==> config.mk <==
export PLATFORM = sky130hd
export DESIGN_NAME = rand_backoff_flat
export DESIGN_NICKNAME = d
export VERILOG_FILES = /design/src/rtl/rand_backoff_if.sv /design/src/rtl/rand_backoff.sv /design/src/flat_wrapper.sv
export SDC_FILE = /design/constraint.sdc
export NUM_CORES = 1
export LEC_CHECK = 0
export CORE_UTILIZATION = 57
export CTS_CLUSTER_DIAMETER = 200
export DETAILED_ROUTE_END_ITERATION = 8
export GPL_TIMING_DRIVEN = 1
export HOLD_SLACK_MARGIN = 0.02
export PLACE_DENSITY = 0.91
export SYNTH_ARGS = -nofsm -noshare
export SYNTH_HDL_FRONTEND = slang
export SYNTH_SLANG_ARGS = --single-unit
==> constraint.sdc <==
create_clock -name clk_i -period 4 [get_ports clk_i]
set_clock_uncertainty 0.15 [all_clocks]
set_input_delay 1 -clock clk_i [delete_from_list [all_inputs] [get_ports clk_i]]
set_output_delay 1 -clock clk_i [all_outputs]
set_load 0.01 [all_outputs]
==> src/rtl/rand_backoff_if.sv <==
`default_nettype none
// ============================================================================
// Module      : rand_backoff_if
// Description : Request/status bundle between a retry controller, the LFSR
//               and the rand_backoff timer.
// Revision    : 1.0 - initial release
// ============================================================================
interface rand_backoff_if;
  logic        start_i;
  logic [4:0]  attempt_i;
  logic        abort_i;
  logic [15:0] rand_i;
  logic        next_o;
  logic        busy_o;
  logic        done_o;
  logic [15:0] slots_o;

  modport slave (
    input  start_i,
    input  attempt_i,
    input  abort_i,
    input  rand_i,
    output next_o,
    output busy_o,
    output done_o,
    output slots_o
  );

  modport master (
    output start_i,
    output attempt_i,
    output abort_i,
    output rand_i,
    input  next_o,
    input  busy_o,
    input  done_o,
    input  slots_o
  );
endinterface
`default_nettype wire

==> src/rtl/rand_backoff.sv <==
`default_nettype none
// ============================================================================
// Module      : rand_backoff
// Description : Binary-exponential random backoff timer fed by an LFSR stream.
// Revision    : 1.0 - initial release
// ============================================================================
module rand_backoff #(
  parameter int MAX_EXP     = 10,
  parameter int SLOT_CYCLES = 1
) (
  input  wire logic       clk_i,
  input  wire logic       rst_i,
  rand_backoff_if.slave   bus
);

  localparam int              c_PRE_W      = (SLOT_CYCLES > 2) ? $clog2(SLOT_CYCLES) : 1;
  localparam logic [c_PRE_W-1:0] c_PRE_RELOAD = c_PRE_W'(SLOT_CYCLES - 1);
  localparam logic [4:0]      c_MAX_EXP    = 5'(MAX_EXP);

  typedef enum logic [1:0] {
    S_IDLE = 2'd0,
    S_DRAW = 2'd1,
    S_WAIT = 2'd2,
    S_DONE = 2'd3
  } state_t;

  state_t               state_q, state_d;
  logic [4:0]           exp_q,   exp_d;
  logic [15:0]          slots_q, slots_d;
  logic [15:0]          cnt_q,   cnt_d;
  logic [c_PRE_W-1:0]   pre_q,   pre_d;

  logic [15:0]          w_mask;
  logic [15:0]          w_draw;

  // 17-bit arithmetic so that an exponent of 16 yields an all-ones mask
  assign w_mask = 16'((17'd1 << exp_q) - 17'd1);
  assign w_draw = bus.rand_i & w_mask;

  always_comb begin
    state_d = state_q;
    exp_d   = exp_q;
    slots_d = slots_q;
    cnt_d   = cnt_q;
    pre_d   = pre_q;

    case (state_q)
      S_IDLE: begin
        if (bus.start_i && !bus.abort_i) begin
          exp_d   = (bus.attempt_i > c_MAX_EXP) ? c_MAX_EXP : bus.attempt_i;
          state_d = S_DRAW;
        end
      end

      S_DRAW: begin
        slots_d = w_draw;
        cnt_d   = w_draw;
        if (bus.abort_i) begin
          state_d = S_IDLE;
        end else if (w_draw == 16'd0) begin
          state_d = S_DONE;
        end else begin
          pre_d   = c_PRE_RELOAD;
          state_d = S_WAIT;
        end
      end

      S_WAIT: begin
        if (bus.abort_i) begin
          state_d = S_IDLE;
        end else if (pre_q != '0) begin
          pre_d = pre_q - 1'b1;
        end else if (cnt_q <= 16'd1) begin
          state_d = S_DONE;
        end else begin
          cnt_d = cnt_q - 16'd1;
          pre_d = c_PRE_RELOAD;
        end
      end

      S_DONE: begin
        state_d = S_IDLE;
      end

      default: begin
        state_d = S_IDLE;
      end
    endcase
  end

  always_ff @(posedge clk_i or posedge rst_i) begin
    if (rst_i) begin
      state_q <= S_IDLE;
      exp_q   <= '0;
      slots_q <= '0;
      cnt_q   <= '0;
      pre_q   <= '0;
    end else begin
      state_q <= state_d;
      exp_q   <= exp_d;
      slots_q <= slots_d;
      cnt_q   <= cnt_d;
      pre_q   <= pre_d;
    end
  end

  // Status strobes come straight from the state register
  assign bus.next_o  = (state_q == S_DRAW);
  assign bus.busy_o  = (state_q != S_IDLE);
  assign bus.done_o  = (state_q == S_DONE);
  assign bus.slots_o = slots_q;

endmodule
`default_nettype wire

==> src/flat_wrapper.sv <==
// flat-port wrapper written by rule: the top's interface ports become plain ports
module rand_backoff_flat 
#(
  parameter int MAX_EXP     = 10,
  parameter int SLOT_CYCLES = 1
)
  (clk_i, rst_i, bus_start_i, bus_attempt_i, bus_abort_i, bus_rand_i, bus_next_o, bus_busy_o, bus_done_o, bus_slots_o);
  rand_backoff_if bus_i ();
  input  wire logic clk_i;
  input  wire logic rst_i;
  input wire logic [$bits(bus_i.start_i)-1:0] bus_start_i;
  input wire logic [$bits(bus_i.attempt_i)-1:0] bus_attempt_i;
  input wire logic [$bits(bus_i.abort_i)-1:0] bus_abort_i;
  input wire logic [$bits(bus_i.rand_i)-1:0] bus_rand_i;
  output wire logic [$bits(bus_i.next_o)-1:0] bus_next_o;
  output wire logic [$bits(bus_i.busy_o)-1:0] bus_busy_o;
  output wire logic [$bits(bus_i.done_o)-1:0] bus_done_o;
  output wire logic [$bits(bus_i.slots_o)-1:0] bus_slots_o;
  assign bus_i.start_i = bus_start_i;
  assign bus_i.attempt_i = bus_attempt_i;
  assign bus_i.abort_i = bus_abort_i;
  assign bus_i.rand_i = bus_rand_i;
  assign bus_next_o = bus_i.next_o;
  assign bus_busy_o = bus_i.busy_o;
  assign bus_done_o = bus_i.done_o;
  assign bus_slots_o = bus_i.slots_o;
  rand_backoff #(.MAX_EXP(MAX_EXP), .SLOT_CYCLES(SLOT_CYCLES)) u_core (.clk_i(clk_i), .rst_i(rst_i), .bus(bus_i));
endmodule
; ---- Yosys cells after proc, flatten, opt, wreduce, memory -nomap -nowiden
; Cells that the tools add are included.
[op_classes]
add_sub_neg = 3
n_lt_le_gt_ge = 2
n_eq_ne = 11
shifts = 1
n_mux = 17
n_bitwise = 1
n_reduce_logical = 10
[ops]
columns = cell, n
row1 = 16-bit 2-to-1 mux, 3
row2 = 16-bit case mux with 2 select lines, 1
row3 = 16-bit by 1-bit subtractor with 16-bit output (second input constant), 2
row4 = 16-bit bitwise AND, 1
row5 = 16-bit by 1-bit <= comparator with 1-bit output (second input constant), 1
row6 = 16-bit zero test, 1
row7 = 1-bit by 5-bit << shifter with 16-bit output (first input constant), 1
row8 = 2-bit 2-to-1 mux, 5
row9 = 2-bit inequality test (second input constant), 5
row10 = 2-bit case mux with 4 select lines, 1
row11 = 4-bit AND reduction, 2
row12 = 5-bit by 4-bit > comparator with 1-bit output (second input constant), 1
row13 = 1-bit 2-to-1 mux, 5
row14 = 5-bit 2-to-1 mux, 1
row15 = 2-bit == test (second input constant), 2
row16 = 2-bit nonzero test, 2
row17 = 3-bit by 2-bit inequality test with 1-bit output (second input constant), 1
row18 = 3-bit inequality test (second input constant), 1
row19 = 3-bit AND reduction, 1
row20 = 2-bit by 1-bit == test with 1-bit output (second input constant), 1
row21 = 2-bit zero test, 1
row22 = 2-bit by 1-bit inequality test with 1-bit output (second input constant), 1
row23 = 1-bit case mux with 2 select lines, 1
row24 = 2-bit AND reduction, 1
row25 = other kinds (3), 3
[word_totals]
register_bits = 40
inputBits = 25
out_inout_bits = 19

; ---- Depth between registers and ports, before layout
; Gate-level depths: netlist (run 1).
[logic_depth]
word_depth = 7
mapped_depth = 11

; ---- Least setup slack after synthesis (run 1)
; No wires, ideal clock.
[synth_path]
path_kind = reg2reg
startpoint = register u_core.exp_q[4]
endpoint = register u_core.state_q[0]
setup_ns = 0.128
arrival_ns = 2.407
required_time_ns = 3.722
setup_slack_ns = 1.315
path_stages_with_launch = 11
path_buffers = 1
period_less_slack_ns = 2.685
path_cell_list = dfrtp_1 > or2_1 > buf_2 > or4_4 > ha_1 > or4_1 > a21oi_1 > o21ai_0 > and4_1 > nand4_1 > o41ai_1
[synth_via]
elab_chain_len = 7
[synth_rtl]
columns = element, line
row1 = start: declaration, rand_backoff.sv:28  ; logic [4:0] exp_q, exp_d;
row2 = start signal: assignment, rand_backoff.sv:100  ; exp_q <= exp_d;
row3 = 1-bit by 5-bit << shifter with 16-bit output, rand_backoff.sv:37  ; assign w_mask = 16'((17'd1 << exp_q) - 17'd1);
row4 = 16-bit by 1-bit subtractor with 16-bit output, rand_backoff.sv:37
row5 = 16-bit bitwise AND, rand_backoff.sv:38  ; assign w_draw = bus.rand_i & w_mask;
row6 = 16-bit zero test, rand_backoff.sv:60  ; end else if (w_draw == 16'd0) begin
row7 = 1-bit 2-to-1 mux, rand_backoff.sv:60
row8 = 2-bit 2-to-1 mux, rand_backoff.sv:58  ; if (bus.abort_i) begin
row9 = 2-bit case mux with 4 select lines, rand_backoff.sv:47  ; case (state_q)
row10 = end signal: assignment, rand_backoff.sv:99  ; state_q <= state_d;
row11 = end: declaration, rand_backoff.sv:27  ; state_t state_q, state_d;
; No other way between the ends.
; A chain may end at the register's enable or synchronous reset.

; ---- Final worst setup path (run 1)
[layout_path]
startpoint = register u_core.exp_q[3]
endpoint = register u_core.state_q[0]
; Same word-level chain as after synthesis.

==> results of run 1 <==
==> final timing paths <==
path | endpoint | cells after the start | slack (ns) | from
worst max-delay path | u_core.state_q[0]$_DFFE_PP0P_ | 9 | 0.75 | u_core.exp_q[3]$_DFFE_PP0P_
worst min-delay path | u_core.bus.slots_o[11]$_DFFE_PP0P_ | 2 | 0.33 | u_core.bus.slots_o[11]$_DFFE_PP0P_
worst max register to register | u_core.state_q[0]$_DFFE_PP0P_ | 9 | 0.75 | u_core.exp_q[3]$_DFFE_PP0P_
worst min register to register | u_core.bus.slots_o[11]$_DFFE_PP0P_ | 2 | 0.33 | u_core.bus.slots_o[11]$_DFFE_PP0P_
max in group asynchronous | u_core.cnt_q[14]$_DFFE_PP0P_ | 3 | 2.40 | rst_i
min in group asynchronous | u_core.cnt_q[8]$_DFFE_PP0P_ | 3 | 0.95 | rst_i
==> synthesized netlist by cell type (2+ instances only) <==
master,number
a211oi_1,2
a21oi_1,15
a22o_1,4
a22oi_1,3
a32oi_1,2
and2_1,4
buf_1,2
buf_2,6
buf_4,2
clkbuf_1,9
dfrtp_1,39
ha_1,3
inv_1,8
nand2_1,40
nand2b_1,6
nand3_1,8
nand4_1,4
nor2_1,28
nor2b_1,2
nor3_1,10
nor4b_2,2
o21a_1,4
o21ai_0,42
o21ai_1,2
o22ai_1,5
o31ai_1,2
o41ai_1,2
or2_2,2
or3_1,2
or4_1,3
or4_4,2
==> sequential cells by signal, summed over array words and instances, names as in the netlist <==
name	count
u_core.bus.slots_o	16
u_core.cnt_q	16
u_core.exp_q	5
u_core.state_q	2
==> worst register-to-register path, cell delays in order, from the launching register on <==
cell and delay [ns]:
dfrtp_1 0.56, or2_1 0.43, or4_4 0.47, ha_1 0.39
or4_1 0.48, a21oi_1 0.15, o21ai_0 0.12, and4_1 0.22
nand4_1 0.08, o41ai_1 0.07
==> layer usage <==
metal	up-vias	wire (um)	global-route usage, %
met5	-	0	0
met4	0	314	16.2
met3	35	575	7.19
li1	1121	-	-
met1	1146	2710	42.5
met2	165	3100	51.0
==> logic make-up (layout without fill, tap and decap cells) <==
group,count (synthesis),in the layout
AOI/OAI and AO/OA,94,94
DFF,39,39
buffers and inverters,29,63
muxes,1,1
adders and majority gates,3,3
and+or+nand+nor,127,127
==> metrics by stage <==
step	std cells	worst slack, ns
2_1_floorplan	293	1.31
3_3_place_gp	369	0.963
3_5_place_dp	369	0.885
4_1_cts	377	0.824
5_1_grt	377	0.611
6_report	377	0.753
==> where the power goes <==
part	total, uW	internal [uW]	switching [uW]	leakage (uW)
Clock	340	186	154	0.0000581
Sequential	615	494	120	0.000500
Combinational	544	250	294	0.000680
==> cell type report <==
cell class              count  share of cell area, %
multi-input cells         225                   44.4
flip-flops and latches     39                   33.1
repair buffers             46                   15.4
clock buffers               5                   2.34
well taps                  50                   2.12
clock inverters             3                   1.49
inverters                   9                   1.15
==> flow_summary.yaml, run 1 <==
cells_and_area:
  antenna_cells: 0
  postLayoutCellArea_mm2: 0.00294
  final_nets: 354
  final_common_cell: "clkdlybuf4s50_1"
  seq_area_um2: 976
  mostFrequentLayoutCells: "clkdlybuf4s50_1 (43), o21ai_0 (42), nand2_1 (40)"
  areaGrowthSynthToFinish_pct: 22.0
  fin_util_pct: 73.1
  fill_cells: 311
  layout-drive-gt1-share_pct: 7.65
  multi_input_area_mm2: 0.00131
worst_setup_path:
  crit_buf_inv: 0
  worstPathRequired_ns: 4.03
  crit_type: "register to register"
  slowest_delay_ns: 0.56
  crit_family: "simple AND/OR/NAND/NOR gates"
  arrival_ns: 3.28
  cp_slowest_cell: "dfrtp_1"
  start_kind: "register"
  cp-end-kind: "register"
  crit_chain: "or2_1, or4_4, ha_1, or4_1, a21oi_1, o21ai_0, and4_1, nand4_1, o41ai_1"
  crit_path_max_fanout: 17
clocking:
  cts_max_path_buffers: 2
  clock_sinks: 39
  clk_pin_slew_ns: 0.09
  clock_latency_ns: 0.31
  post_cts_buffers: 0
  h-tree-depth: 2
  cts_tree: "done"
  cts_made_buffers: 5
  cts_resized: 0
  cts_root_buf: "clkbuf_8"
  cts_hold_buf: 0
pwr:
  powerDensity_mw_per_mm2: 509
  leakage_uw: 0.00124
  power_uw: 1500
  vdd.ir_drop.worst_v: 0.000250
timing:
  final-max-slew-violation-count: 0
  final_hold_viol_count: 0
  setup_viol: 0
  final.min_clock_period_ns: 3.25
  fin_crit_sh_pct: 81.2
  rsz0062_at_grt: "false"
  slew_headroom_pct: 35.5
  worst_pin_slew_ns: 0.967
  tns_ns: 0
  fmax_ghz: 0.308
  hold_ws_ns: 0.332
floorplan:
  start_util_pct: 59.9
  die_h_um: 67.1
  core_mm2: 0.00403
  ios: 44
  die_area_mm2: 0.00450
  die_x_um: 67.1
  std_cell_rows: 23
synth:
  syn_area_per_cell_um2: 8.24
  synth_mux_area_share_pct: 0.415
  synth-adder-area-share_pct: 1.56
  yosys_warnings: 0
  synth_edf_count: 0
  synth_top_area_cell: "dfrtp_1"
  synth-compound-area-share_pct: 23.7
  syn_inst: 293
  async_reset_ff_share_pct: 100
  synth_nets: 321
  synth-simple-area-share_pct: 28.5
  synth_top_family_by_area: "simple AND/OR/NAND/NOR gates"
  synth.distinct_cells: 59
  ys.flop_type: "dfrtp_1"
  synthXorXnorAreaFrac_pct: 0
  ys_ff_latch: 39
  yosysSeqAreaShare_pct: 40.4
  synth_top_area_share_pct: 40.4
  synth_area_mm2: 0.00241
  synthTopCellsByArea: "dfrtp_1 (40%), o21ai_0 (8.7%), nand2_1 (6.2%), nor2_1 (4.4%), a21oi_1 (3.1%)"
global_routing:
  grt_overflow_total: 0
  antenna_found_initial: 0
  grt_first_pass_wirelength_mm: 10.8
  grt_pass1_vias: 2230
  grt_max_degree: 40
  track_usage_pct: 32.8
hold_path:
  hp-class: "register to register"
flow_run:
  max_cap_violations: 0
drt:
  drtIter0Drc: 278
  firstDrtPassIters: 5
  wl_mm: 6.71
  vias_per_cell: 6.54
  drc: 0
  routedWlPerCell_um: 17.8
  vias: 2467
  ant_nets: 0
placed_design:
  gp_congestion: 0.921
  placed_area_mm2: 0.00283
  post-dp-hpwl_mm: 4.58
  port_buffers: 43
outcome:
  status: "complete, no violations"
Note: power is estimated with default switching activity, not from simulation.
==> inputs of run 2 (changes only) <==
- CORE_UTILIZATION: 57 -> 53
- PLACE_DENSITY: 0.91 -> 0.86
- clock period: 4 -> 3 ns (I/O delays scaled with it)
==> run 2 against run 1 <==
  * Cell count rose by 3.4%
  * Worst setup slack lost 0.69 ns
  * Largest cell class unchanged
  * Worst hold slack gained 0.0017 ns
  * Critical path depth is the same
  * Final area rose by 1.9%
  * Flip-flop and latch count stayed put
  * Core utilization fell by 4.2 points
==> flow_summary.yaml, run 2 (synthesized netlist as in run 1, its figures left out) <==
worst_setup_path:
  crit_type: "register to register"
  crit_chain: "or2_1, or4_4, ha_1, or4_1, a21oi_1, o21ai_0, and4_1, nand4_1, o41ai_1"
  arrival_ns: 2.97
  crit_family: "simple AND/OR/NAND/NOR gates"
  crit_buf_inv: 0
  slowest_delay_ns: 0.46
  worstPathRequired_ns: 3.04
  cp_slowest_cell: "or4_1"
  start_kind: "register"
  crit_path_max_fanout: 13
  cp-end-kind: "register"
drt:
  vias_per_cell: 6.28
  ant_nets: 0
  routedWlPerCell_um: 16.6
  vias: 2450
  firstDrtPassIters: 5
  wl_mm: 6.46
  drc: 0
  drtIter0Drc: 283
floorplan:
  die_x_um: 69.5
  die_h_um: 69.5
  ios: 44
  std_cell_rows: 24
  start_util_pct: 55.4
  die_area_mm2: 0.00483
  core_mm2: 0.00435
timing:
  rsz0062_at_grt: "false"
  setup_viol: 0
  fmax_ghz: 0.340
  tns_ns: 0
  slew_headroom_pct: 56.6
  final.min_clock_period_ns: 2.94
  final_hold_viol_count: 0
  setup_slack_ns: 0.0618
  final-max-slew-violation-count: 0
  worst_pin_slew_ns: 0.644
  fin_crit_sh_pct: 97.9
clocking:
  cts_max_path_buffers: 2
  cts_made_buffers: 5
  h-tree-depth: 2
  cts_resized: 0
  post_cts_buffers: 0
  cts_root_buf: "clkbuf_8"
  clk_pin_slew_ns: 0.08
  cts_hold_buf: 0
  clock_sinks: 39
  clock_latency_ns: 0.31
  cts_tree: "done"
outcome:
  status: "complete, no violations"
global_routing:
  grt_pass1_vias: 2355
  grt_max_degree: 40
  grt_overflow_total: 0
  antenna_found_initial: 0
  grt_first_pass_wirelength_mm: 10.9
  track_usage_pct: 28.8
pwr:
  powerDensity_mw_per_mm2: 638
  leakage_uw: 0.00128
  vdd.ir_drop.worst_v: 0.000304
cells_and_area:
  areaGrowthSynthToFinish_pct: 24.3
  final_nets: 365
  antenna_cells: 0
  final_common_cell: "clkdlybuf4s50_1"
  mostFrequentLayoutCells: "clkdlybuf4s50_1 (43), o21ai_0 (42), nand2_1 (40)"
  layout-drive-gt1-share_pct: 10.7
hold_path:
  hp-class: "register to register"
placed_design:
  gp_congestion: 0.886
  port_buffers: 43
  dp_slack_ns: 0.151
  post-dp-hpwl_mm: 4.71
flow_run:
  max_cap_violations: 0
==> run 2: changes by cell type in the layout (fill, tap and decap cells not counted), sizes merged <==
| cell | previous run | this run |
|---|---|---|
| buf | 3 | 14 |
| bufinv | 1 | 0 |
| clkinv | 3 | 4 |
==> run 2: per-stage QoR <==
stage,power (uW),hold WS (ns),area [um2],std cells,util [%]
floorplan,1250,0.313,2410,293,-
global placement,1520,0.308,2920,382,67.0
detailed placement,1550,0.320,2920,382,67.0
CTS,1900,0.337,3000,390,68.9
global route,2040,0.372,3000,390,68.9
finish,1920,0.334,3000,390,68.9
==> run 2: worst paths after layout <==
check	start	to	slack, ns	cells past startpoint
setup / recovery	u_core.exp_q[3]$_DFFE_PP0P_	u_core.state_q[0]$_DFFE_PP0P_	0.06	9
hold / removal	u_core.bus.slots_o[10]$_DFFE_PP0P_	u_core.bus.slots_o[10]$_DFFE_PP0P_	0.33	2
setup reg to reg	u_core.exp_q[3]$_DFFE_PP0P_	u_core.state_q[0]$_DFFE_PP0P_	0.06	9
hold reg to reg	u_core.bus.slots_o[10]$_DFFE_PP0P_	u_core.bus.slots_o[10]$_DFFE_PP0P_	0.33	2
max in group asynchronous	rst_i	u_core.cnt_q[1]$_DFFE_PP0P_	1.66	3
min in group asynchronous	rst_i	u_core.cnt_q[7]$_DFFE_PP0P_	0.71	3
==> run 2: power breakdown <==
part | switching [uW] | leakage [uW] | internal (uW) | total, uW
logic | 410 | 0.000733 | 357 | 767
registers | 130 | 0.000500 | 660 | 790
clock network | 200 | 0.0000477 | 159 | 359
==> run 2: layer usage <==
metal  wire length (um)  global-route usage, %  part of all wire [%]  up-vias
li1                   -                      -                     -     1142
met1               2650                   38.4                    41     1165
met2               3110                   45.5                    48      125
met3                550                   6.25                   8.5       18
met4                154                   12.0                   2.4        0
met5                  0                      0                     0        -
==> run 2: cell type report <==
class	instances	area, um2
timing repair buffer	57	536
inverter	9	33.8
fill	358	1350
sequential	39	976
clock inverter	3	15.0
multi-input combinational	225	1310
tap	52	65.1
clock buffer	5	68.8
==> run 2: worst register-to-register path, cell delays in order, from the launching register on <==
cell     delay, ns
dfrtp_1       0.38
or2_1         0.29
or4_4         0.44
ha_1          0.35
or4_1         0.46
a21oi_1       0.19
o21ai_0       0.16
and4_1        0.25
nand4_1       0.08
o41ai_1       0.07
==> inputs of run 3 (changes only) <==
- CAP_MARGIN: unset -> 20
==> results of run 3 <==
No change in the layout: final DEF, timing and power equal those of run 2.
